### config.mk
export PLATFORM = sky130hd
export DESIGN_NAME = sprite_engine
export DESIGN_NICKNAME = d
export VERILOG_FILES = /design/src/rtl/sprite_engine.sv
export SDC_FILE = /design/constraint.sdc
export NUM_CORES = 1
export LEC_CHECK = 0
export BUFFER_PORTS_ARGS = -buffer_cell sky130_fd_sc_hd__buf_2
export CORE_MARGIN = 10
export CORE_UTILIZATION = 25
export DETAILED_ROUTE_END_ITERATION = 12
export GPL_ROUTABILITY_DRIVEN = 0
export PLACE_DENSITY = 0.43
export SYNTH_ARGS = -nofsm -noshare
export SYNTH_HDL_FRONTEND = slang
export SYNTH_SLANG_ARGS = --single-unit
### constraint.sdc
create_clock -name clk -period 3.55 [get_ports clk]
set_input_delay 0.71 -clock clk [delete_from_list [all_inputs] [get_ports clk]]
set_output_delay 0.71 -clock clk [all_outputs]
set_load 0.005 [all_outputs]
### src/rtl/sprite_engine.sv
// rtl/sprite_engine.sv - bouncing-sprite FSM and datapath between obstacle memory and VGA plot port
// Optional obstacle probing is compiled in with `define OBSTACLE_PROBE_EN.
module sprite_engine #(
  parameter int XW = 8,
  parameter int YW = 7,
  parameter int CW = 3,
  parameter int X_MAX = 159,
  parameter int Y_MAX = 119,
  parameter int X_INIT = 80,
  parameter int Y_INIT = 60,
  parameter int TW = 26,
  parameter int TIMER_LIMIT = 1_000_000,
  parameter logic [CW-1:0] SPRITE_COLOR = 3'b010
) (
  input  logic          clk,
  input  logic          reset,
  input  logic          run,
  input  logic [CW-1:0] mem_color,
  output logic [XW-1:0] mem_x,
  output logic [YW-1:0] mem_y,
  output logic          plot,
  output logic [XW-1:0] x,
  output logic [YW-1:0] y,
  output logic [CW-1:0] plot_color,
  output logic          xdir,
  output logic          ydir,
  output logic          busy
);

  localparam logic [3:0] S_IDLE    = 4'd0;
  localparam logic [3:0] S_DRAW    = 4'd1;
  localparam logic [3:0] S_WAIT    = 4'd2;
  localparam logic [3:0] S_ERASE   = 4'd3;
  localparam logic [3:0] S_PROBE_X = 4'd4;
  localparam logic [3:0] S_CHK_X   = 4'd5;
  localparam logic [3:0] S_PROBE_Y = 4'd6;
  localparam logic [3:0] S_CHK_Y   = 4'd7;
  localparam logic [3:0] S_UPDATE  = 4'd8;

  localparam logic [XW-1:0] X_MAX_V  = XW'(X_MAX);
  localparam logic [YW-1:0] Y_MAX_V  = YW'(Y_MAX);
  localparam logic [XW-1:0] X_INIT_V = XW'(X_INIT);
  localparam logic [YW-1:0] Y_INIT_V = YW'(Y_INIT);
  localparam logic [XW-1:0] X_ONE    = XW'(1);
  localparam logic [YW-1:0] Y_ONE    = YW'(1);
  localparam logic [XW-1:0] X_ZERO   = '0;
  localparam logic [YW-1:0] Y_ZERO   = '0;
  localparam logic [TW-1:0] T_LAST   = TW'(TIMER_LIMIT - 1);
  localparam logic [TW-1:0] T_ONE    = TW'(1);

  logic [3:0]    state;
  logic [XW-1:0] xpos;
  logic [YW-1:0] ypos;
  logic [TW-1:0] timer;
  logic          x_edge;
  logic          y_edge;
  logic          x_block;
  logic          y_block;
  logic [XW-1:0] x_step;
  logic [YW-1:0] y_step;

  // Edge detection keeps every address and position inside the screen.
  assign x_edge = xdir ? (xpos == X_MAX_V) : (xpos == X_ZERO);
  assign y_edge = ydir ? (ypos == Y_MAX_V) : (ypos == Y_ZERO);
  assign x_step = xdir ? (xpos + X_ONE) : (xpos - X_ONE);
  assign y_step = ydir ? (ypos + Y_ONE) : (ypos - Y_ONE);

`ifdef OBSTACLE_PROBE_EN
  logic xblk;
  logic yblk;

  assign x_block = xblk;
  assign y_block = yblk;

  always_ff @(posedge clk or posedge reset) begin
    if (reset) begin
      xblk <= 1'b0;
      yblk <= 1'b0;
    end else begin
      if (state == S_CHK_X) xblk <= x_edge | (mem_color != '0);
      if (state == S_CHK_Y) yblk <= y_edge | (mem_color != '0);
    end
  end

  always_comb begin
    mem_x = xpos;
    mem_y = ypos;
    if (state == S_PROBE_X && !x_edge) mem_x = x_step;
    if (state == S_PROBE_Y && !y_edge) mem_y = y_step;
  end
`else
  logic unused_mem_color;

  assign unused_mem_color = ^mem_color;
  assign x_block = x_edge;
  assign y_block = y_edge;
  assign mem_x   = xpos;
  assign mem_y   = ypos;
`endif

  always_ff @(posedge clk or posedge reset) begin
    if (reset) begin
      state <= S_IDLE;
      xpos  <= X_INIT_V;
      ypos  <= Y_INIT_V;
      xdir  <= 1'b1;
      ydir  <= 1'b1;
      timer <= '0;
    end else begin
      case (state)
        S_IDLE: begin
          if (run) begin
            xpos  <= X_INIT_V;
            ypos  <= Y_INIT_V;
            xdir  <= 1'b1;
            ydir  <= 1'b1;
            timer <= '0;
            state <= S_DRAW;
          end
        end
        S_DRAW: state <= S_WAIT;
        S_WAIT: begin
          if (timer == T_LAST) begin
            timer <= '0;
            state <= run ? S_ERASE : S_IDLE;
          end else begin
            timer <= timer + T_ONE;
          end
        end
`ifdef OBSTACLE_PROBE_EN
        S_ERASE:   state <= S_PROBE_X;
        S_PROBE_X: state <= S_CHK_X;
        S_CHK_X:   state <= S_PROBE_Y;
        S_PROBE_Y: state <= S_CHK_Y;
        S_CHK_Y:   state <= S_UPDATE;
`else
        S_ERASE:   state <= S_UPDATE;
`endif
        S_UPDATE: begin
          if (x_block) xdir <= ~xdir;
          else         xpos <= x_step;
          if (y_block) ydir <= ~ydir;
          else         ypos <= y_step;
          state <= S_DRAW;
        end
        default: state <= S_IDLE;
      endcase
    end
  end

  assign plot       = (state == S_DRAW) || (state == S_ERASE);
  assign plot_color = (state == S_DRAW) ? SPRITE_COLOR : '0;
  assign x          = xpos;
  assign y          = ypos;
  assign busy       = (state != S_IDLE);

endmodule

==> out/metrics.csv <==
stage,metric,value,unit
clocking,clock slew at the register clock pins of the worst setup and hold paths,0.07,ns
clocking,buffers inserted during post-CTS setup optimization,0,
layout,"leading cell type in the layout, fill and taps excluded",sky130_fd_sc_hd__dfrtp_1,
yosys,count of unique library cells instantiated by Yosys,59,
layout,"top library cells by usage in the layout, fill and taps aside","38 x sky130_fd_sc_hd__dfrtp_1, 37 x sky130_fd_sc_hd__buf_2, 30 x sky130_fd_sc_hd__o21ai_0",
route,post-route antenna net violation count,0,
clocking,clk root buf,sky130_fd_sc_hd__clkbuf_16,
clocking,total clock buffers created by CTS,5,
layout,antenna cells,0,
power_and_ir_drop,Leak,1.50,nW
route,wire length per cell,14.6,um
layout,area used by multi-input combinational logic,1780,um^2
timing,relative slew slack,0.309,
global_route,first-pass GRT wire length,13700,um
worst_setup_path,critical path data arrival time,2.66,ns
clocking,CTS sink count,46,
timing,final setup violation count,0,
worst_setup_path,Worst EP required,3.72,ns
layout,post-layout net count,395,
timing,time the worst path needs with I/O delays and setup,2.49,ns
floorplan,area of the die,17700,um^2
worst_setup_path,FF-to-FF End,mem_x[7]$_DFFE_PP0P_,
global_route,vias in the first global route,2633,
worst_setup_path,highest net fanout along the worst path,9,
timing,Achievable Freq,401,MHz
floorplan,die span in x,133,um
yosys,number of warnings issued by yosys,0,
timing,"Period Utilization, post-route",0.702,
timing,final total negative setup slack,0,ns
floorplan,number of placed I/O pins,43,
layout,sequential standard cell area,1160,um^2
worst_setup_path,Reg2Reg Launch Point,xdir$_DFFE_PP1P_,
floorplan,Die H,133,um
min_path,type of the worst min-delay path,flop to flop,
layout,number of inserted filler cells in the final layout,1330,
clocking,clock tree from TritonCTS,built,
power_and_ir_drop,power density over the cells,294,nW/um^2
worst_setup_path,category of the worst setup path capture point,flop,
clocking,Resized Gates After CTS,0,
min_path,Hold Path End,timer[25]$_DFFE_PP0P_,
worst_setup_path,flop2flop setup slack,1.06,ns
route,Initial DRT Pass Iterations,4,
route,routed via count divided by cell count,4.87,
global_route,maximum number of pins on one net before global-route repair,47,
yosys,count of flip-flops with a built-in enable after synthesis,0,
place,final HPWL from detailed placement,5700,um
clocking,H-tree depth,2,
yosys,number of synthesized register bits,46,
yosys,flip-flop cell with the highest count after synthesis,sky130_fd_sc_hd__dfrtp_1,
floorplan,starting density of the core,0.253,
global_route,antenna violations before repair,0,
place,number of buffers inserted by port buffering,37,
power_and_ir_drop,worst supply voltage drop on vdd,0.164,mV
layout,Util after Layout,0.284,
layout,ratio of cells with drive above 1 in the final layout,0.179,
clocking,Max Root-Sink Buffers,2,
yosys,share of synthesized flip-flops with an asynchronous set or reset,1.00,
worst_setup_path,class of the most critical setup path,flop to flop,
worst_setup_path,kind of start point of the critical path,flop,
timing,number of hold-slack violations in the final timing report,0,
min_path,worst hold path depth,1,
route,remaining routing DRC violations,0,
clocking,CTS hold repair buffers,0,
floorplan,placeable core region,12600,um^2
timing,setup repair after global routing missed its margin,false,
route,WL final,7960,um
timing,Worst Max-Slew Pin Slew,1.04,ns
route,violation count after the first detailed-routing iteration,158,
yosys,synthesized area,3180,um^2
global_route,total track usage,0.0908,
timing,clock tree skew after final layout,0.00464,ns
layout,post-synthesis to final-layout area growth,11.9,%
run_status,run status,finished clean,
timing,max-slew violation count,0,
yosys,Cells after Synth,355,
route,count of vias placed by the detailed router,2666,
yosys,sequential fraction of the synthesis area,0.365,
min_path,hold path start,timer[25]$_DFFE_PP0P_,
global_route,Congestion Overflow GR,0,
yosys,synthesized area per cell,8.97,um^2
worst_setup_path,depth of the worst register-to-register path,7,
run,number of max-cap violations,0,
clocking,source-to-sink clock delay at the later pin of the worst-skew pair,0.29,ns
floorplan,row count,41,
[where the power goes]
group	switching [mW]	internal, mW
clock network	0.202	0.259
logic	0.0377	0.0215
registers	0.00236	0.527
total	0.242	0.807
[layout make-up]
type,instances,share of cell area
tap,172,0.0604
multi-input combinational,265,0.499
clock buffer,6,0.0362
clock inverter,2,0.00281
sequential,46,0.326
timing repair buffer,41,0.0604
inverter,15,0.0158
[cells in the mapped netlist (all sizes together) (5+ instances only)]
library cell	instances	area, um^2
a21o	11	82.6
a21oi	18	90.1
a22o	5	43.8
and3	8	50.1
and4	5	43.8
buf	23	165
clkbuf	7	27.5
dfrtp	38	951
dfstp	8	210
ha	13	163
inv	15	56.3
nand2	21	78.8
nand3	15	80.1
nand4	10	62.6
nor2	25	96.4
nor3	15	75.1
nor3b	5	37.5
nor4	10	83.8
o21ai	33	165
or3	5	36.3
xnor2	11	96.3
[registers in the layout, indices dropped and copies added, names as in the netlist]
register  flops
state         3
timer        26
mem_x         8
xdir          1
ydir          1
mem_y         7
[layer usage]
| layer | GRT usage | share of wire | vias to the layer above |
|---|---|---|---|
| li1 | - | - | 1339 |
| met1 | 0.118 | 0.48 | 1270 |
| met2 | 0.146 | 0.46 | 50 |
| met3 | 0.0246 | 0.056 | 7 |
| met4 | 0.0202 | 0.0089 | 0 |
| met5 | 0 | 0 | - |
[stage by stage]
step	hold WS (ns)	setup slack [ns]	instance area, um^2	cells	power, mW
final	0.513	1.06	3560	547	1.05
after global routing	0.531	0.902	3560	547	1.10
after CTS	0.517	1.05	3560	547	1.07
after detailed placement	0.502	1.05	3430	539	0.599
after global placement	0.500	1.07	3430	539	0.599
after floorplan	0.473	1.09	3190	356	0.586
[worst max-delay path, stage by stage (launching register included)]
cell and delay, ns:
sky130_fd_sc_hd__dfstp_2 0.58, sky130_fd_sc_hd__inv_1 0.18, sky130_fd_sc_hd__ha_1 0.44, sky130_fd_sc_hd__nand3_2 0.10, sky130_fd_sc_hd__o2111a_1 0.25, sky130_fd_sc_hd__or3_4 0.38
sky130_fd_sc_hd__and2_1 0.17, sky130_fd_sc_hd__a221o_1 0.28
[cell families (layout without fill, tap and decap cells)]
group,count (synthesis),after routing,share of synthesized area
compound gates,93,93,0.200
xor+xnor,14,14,0.0385
fa+ha+maj,15,15,0.0637
buf+inv,45,64,0.0782
flops,46,46,0.365
mux,3,3,0.00943
other cells,1,2,0.00118
simple gates,138,138,0.245
[how the worst max path moves through the flow]
stage / from / endpoint / cells after the start
2_1_floorplan: ydir$_DFFE_PP1P_ / mem_y[6]$_DFFE_PP0P_ / 8
3_3_place_gp: xdir$_DFFE_PP1P_ / mem_x[7]$_DFFE_PP0P_ / 7
3_5_place_dp: ydir$_DFFE_PP1P_ / mem_y[6]$_DFFE_PP0P_ / 7
4_1_cts: ydir$_DFFE_PP1P_ / mem_y[6]$_DFFE_PP0P_ / 7
5_1_grt: ydir$_DFFE_PP1P_ / mem_y[6]$_DFFE_PP0P_ / 7
6_report: xdir$_DFFE_PP1P_ / mem_x[7]$_DFFE_PP0P_ / 7
No activity file was read; power rests on OpenSTA's default activity.
